===== config.mk =====
export PLATFORM = sky130hd
export DESIGN_NAME = settle_timer
export DESIGN_NICKNAME = d
export VERILOG_FILES = /design/src/rtl/gate_vector_checker_settle_timer.sv
export SDC_FILE = /design/constraint.sdc
export NUM_CORES = 1
export LEC_CHECK = 0
export CAP_MARGIN = 20
export CORE_AREA = 2 2 39 41
export CTS_BUF_LIST = sky130_fd_sc_hd__clkbuf_4 sky130_fd_sc_hd__clkbuf_8
export CTS_CLUSTER_DIAMETER = 200
export CTS_CLUSTER_SIZE = 14
export DETAILED_ROUTE_END_ITERATION = 8
export DIE_AREA = 0 0 41 43
export PLACE_DENSITY = 0.65
export SETUP_SLACK_MARGIN = 0.5
export SYNTH_ARGS = -nofsm -noshare
export SYNTH_HDL_FRONTEND = slang
export SYNTH_SLANG_ARGS = --single-unit

===== constraint.sdc =====
create_clock -name clk -period 2.25 [get_ports clk]
set_input_delay 0.225 -clock clk [delete_from_list [all_inputs] [get_ports clk]]
set_output_delay 0.225 -clock clk [all_outputs]
set_load 0.01 [all_outputs]

===== src/rtl/gate_vector_checker_settle_timer.sv =====
// settle_timer: loadable down-counter
// Holds the DRIVE dwell; zero_o flags the last cycle

module settle_timer #(
   parameter int CNT_W = 8
) (
   input  logic             clk,
   input  logic             rst,
   input  logic             load_i,
   input  logic [CNT_W-1:0] load_val_i,
   input  logic             en_i,
   output logic             zero_o
);

   logic [CNT_W-1:0] cnt_q;
   logic [CNT_W-1:0] cnt_d;

   // load wins over decrement; counter parks at zero
   always_comb begin
      cnt_d = cnt_q;
      if (load_i) begin
         cnt_d = load_val_i;
      end else if (en_i && (cnt_q != '0)) begin
         cnt_d = cnt_q - CNT_W'(1);
      end
   end

   // counter register
   always_ff @(posedge clk) begin
      if (rst) begin
         cnt_q <= '0;
      end else begin
         cnt_q <= cnt_d;
      end
   end

   assign zero_o = (cnt_q == '0);

endmodule


---- Word level (Yosys, flattened, before mapping) ----
Index checks and enable logic that the tools add are counted.
Widths: inputs -> output; s select.
word-level totals
  flip-flop bits (word level) ............. 8
  input port bits ......................... 12
  output and inout bits ................... 1
  word-level logic and storage cells ...... 8
operators by class
  $add $sub $neg .......................... 1
  muxes and demuxes ....................... 2
  reduce and logical (&&, ||, !) cells .... 4
operators with widths
  cell                 count
  $mux 8               2
  $logic_not 8->1      1
  $reduce_bool 8->1    1
  $sub 8x1->8 const B  1
  $reduce_bool 2->1    1
  $logic_and 1x1->1    1

---- Depth between registers and ports, before layout ----
  depth in word-level cells ............... 4
  depth in mapped cells ................... 6
  mapped depth without buffers ............ 6

---- Worst setup path after synthesis ----
No wires, ideal clock.
  kind .................................... flip-flop to flip-flop
  from .................................... reg cnt_q[2]
  to ...................................... reg cnt_q[5]
  setup time .............................. 0.091 ns
  arrival ................................. 1.629 ns
  required time ........................... 2.159 ns
  setup slack ............................. 0.530 ns
  cell stages (with the launch flop) ...... 4
  path buffers ............................ 0
  period minus slack after synthesis ...... 1.720 ns
  path through ............................ dfxtp_1 or4_2 or4_1 a311oi_1
on the way
  longest elaborated chain between the ends .. 3
  elaborated cells on any way between the ends .. 6
  those cells by class .................... add/sub: 1; mux: 2; reduce/logical: 3
ends and longest elaborated chain
  what                                                     line    source
  from (decl)                                              15      logic [CNT_W-1:0] cnt_q;
  from (signal assigned)                                   33      cnt_q <= cnt_d;
  $sub 8x1->8 / $reduce_bool 8->1 (equally long branches)  24, 23
  $mux 8 / $logic_and 1x1->1 (equally long branches)       23      end else if (en_i && (cnt_q != '0)) begin
  $mux 8 / $reduce_bool 2->1 (equally long branches)       n/a
Several ways; a longest one is shown, not always the timed one. The select of a mux whose other input is x is not followed.
A chain may end at the register's enable or synchronous reset.

---- Worst setup path in the final report ----
  from .................................... reg cnt_q[0]
  to ...................................... reg cnt_q[5]
Same word-level chain as after synthesis.

==> flow_metrics.tcl <==
set metrics [dict create \
    outcome "complete, no violations" \
    routedWlPerCell_um 12.5 \
    slew_viol_final 0 \
    path_class "reg -> reg" \
    yosys_warnings 0 \
    place.gp.congestion 0.721 \
    antennaDiodeCount 0 \
    drt_first_pass_iters 4 \
    timing.hold.ws_ns 0.528 \
    drtAntennaViolNets 0 \
    grt_max_degree 12 \
    synthXorXnorAreaFrac 0.0510 \
    cts_buffers 3 \
    maxSlewHeadroom 0.760 \
    largest_reg_flops 8 \
    portBuffers 12 \
    cts_tree "yes" \
    tns_ns 0 \
    crit_required_ns 2.42 \
    clock_skew_ns 0.00581 \
    worstMarginPinSlew_ns 0.358 \
    hp-class "reg -> reg" \
    layout_min_cycle_time_ns 1.79 \
    antenna_found_initial 0 \
    drive_gt1_frac 0.346 \
    critPathArrivalTime_ns 1.96 \
    seq_area_frac_synth 0.311 \
    critPathMaxFanout 6 \
    syn-cell-area_um2 515 \
    grt_pass1_vias 453 \
    grt_usage 0.159 \
    synthSimpleGateAreaFrac 0.272 \
    drc 0 \
    syn_inst 59 \
    routed_wirelength_um 1180 \
    row_count 14 \
    finalSetupViolations 0 \
    synthToLayoutAreaGrowth_pct 42.7 \
    vias 496 \
    avgSynthCellArea_um2 8.74 \
    synth_top_family_by_area "simple AND/OR/NAND/NOR gates" \
    top_regs "cnt_q: 8 flops" \
    maxCapViolCount 0 \
    clk_path_buf_depth 2 \
    synthesis.nets 73 \
    cts_sinks 8 \
    pin_count 13 \
    synthMuxAreaShare 0.0194 \
    synth.distinct_cells 28 \
    ir_drop_uv 208 \
    gr-total-overflow 0 \
    coreArea_um2 1380 \
    cts_max_level 1 \
    rsz0062_at_grt "true" \
    ys_ff_latch 8 \
    end_kind "register" \
    clk_pin_slew_ns 0.06 \
    clk-insertion-delay-late_ns 0.26 \
    drt_iter0_markers 13 \
    fp.dieH_um 43 \
    die_area_um2 1760 \
    initial_core_util 0.373 \
    top_register "cnt_q" \
    power.density_nw_per_um2 569 \
    vias_per_cell 5.28 \
    hold_viol 0 \
    grt_first_pass_wirelength_um 1860 \
    dpl.hpwl_um 762 \
    min_period_over_period 0.795 \
    synth_fa_ha_area_frac 0.0485 \
    cellLeakagePower_nw 0.268 \
    synth_compound_area_frac 0.248 \
    final_nets 94 \
    die_w_um 41 \
    max_freq_mhz 559 \
    cts-root-buf "clkbuf_4" \
    crit_path_start_kind "register" \
]
==> cell usage after synthesis <==
master | n | area share
dfxtp_1 | 8 | 0.31
nor2_1 | 6 | 0.044
a21oi_1 | 5 | 0.049
inv_1 | 4 | 0.029
nor3b_1 | 3 | 0.044
o21ai_0 | 3 | 0.029
xnor2_1 | 3 | 0.051
a311oi_1 | 2 | 0.034
ha_1 | 2 | 0.049
nand2_1 | 2 | 0.015
or3_2 | 2 | 0.029
or4_1 | 2 | 0.029
or4_2 | 2 | 0.034
a211oi_1 | 1 | 0.015
a211oi_2 | 1 | 0.024
buf_1 | 1 | 0.0073
clkbuf_1 | 1 | 0.0073
clkinv_1 | 1 | 0.0073
mux2i_1 | 1 | 0.019
nand4b_1 | 1 | 0.017
nor3_1 | 1 | 0.0097
nor4_1 | 1 | 0.012
o211ai_1 | 1 | 0.015
o21a_1 | 1 | 0.015
o31ai_1 | 1 | 0.015
o41ai_4 | 1 | 0.053
or3b_2 | 1 | 0.017
or4_4 | 1 | 0.022
==> what timing repair did <==
item                                    4_1_cts  5_1_grt
pin swaps                                     7        6
setup buffers                                 3        2
resized for setup                            12        4
gates cloned                                  0        0
endpoints found under the setup margin        8        7
hold buffers                                  0        0
==> area by class of cell <==
type	instances	area (µm²)
Clock buffer	3	22.5
Fill cell	128	648
Inverter	5	18.8
Multi-Input combinational cell	44	345
Sequential cell	8	169
Tap cell	16	20.0
Timing Repair Buffer	18	160
==> cells by family after synthesis <==
| kind of cell | after synthesis |
|---|---|
| and+or+nand+nor | 22 |
| AOI/OAI and AO/OA | 16 |
| DFF | 8 |
| buffers and inverters | 7 |
| xor gates and xnor gates | 3 |
| adders and majority gates | 2 |
| muxes | 1 |
==> critical path, stage by stage, from the launching register on <==
cell and delay [ns]:
dfxtp_2 0.34, inv_1 0.08, ha_2 0.20, inv_2 0.09, o41ai_4 0.08, buf_4 0.17, or4_1 0.49, a311oi_2 0.25
==> layout by cell type, fill, tap and decap left out, types with 2 or more instances in the layout <==
cell type and count:
o21ai_0 3, inv_1 3, buf_4 6, nor3b_1 3, or3_2 2, a21oi_1 5, or4_4 2, xnor2_1 3
or4_1 2, nor2_1 6, dfxtp_1 3, dfxtp_2 4, nand2_1 2, clkdlybuf4s50_1 11, clkbuf_4 3
==> per-layer routing <==
metal / vias to the layer above / part of all wire / GRT usage / routed length, µm
met4: 0 / 0.012 / 0.120 / 14
met5: - / 0 / 0 / 0
li1: 261 / - / - / -
met1: 220 / 0.43 / 0.186 / 510
met3: 2 / 0.033 / 0.0471 / 39
met2: 13 / 0.52 / 0.228 / 614
==> where the power goes <==
group / switching, mW / internal [mW] / total (mW)
sequential: 0.0157 / 0.156 / 0.172
combinational: 0.0579 / 0.0748 / 0.133
clock: 0.0528 / 0.0613 / 0.114
==> final timing paths <==
kind / startpoint / cells after the start / slack [ns] / end
worst max-delay path: cnt_q[0] / 7 / 0.46 / cnt_q[5]
worst min-delay path: cnt_q[5] / 2 / 0.53 / cnt_q[5]
worst max register to register: cnt_q[0] / 7 / 0.46 / cnt_q[5]
worst min register to register: cnt_q[5] / 2 / 0.53 / cnt_q[5]
==> stage by stage <==
step / power [mW] / cells / instance area, µm² / setup WS (ns) / utilization
6_report: 0.418 / 94 / 736 / 0.461 / 0.532
3_5_place_dp: 0.286 / 86 / 656 / 0.316 / 0.474
5_1_grt: 0.452 / 94 / 736 / 0.369 / 0.532
4_1_cts: 0.415 / 92 / 708 / 0.453 / 0.512
2_1_floorplan: 0.246 / 59 / 515 / 0.530 / -
3_3_place_gp: 0.286 / 86 / 656 / 0.336 / 0.474
Power figures use the tool's default switching activity.
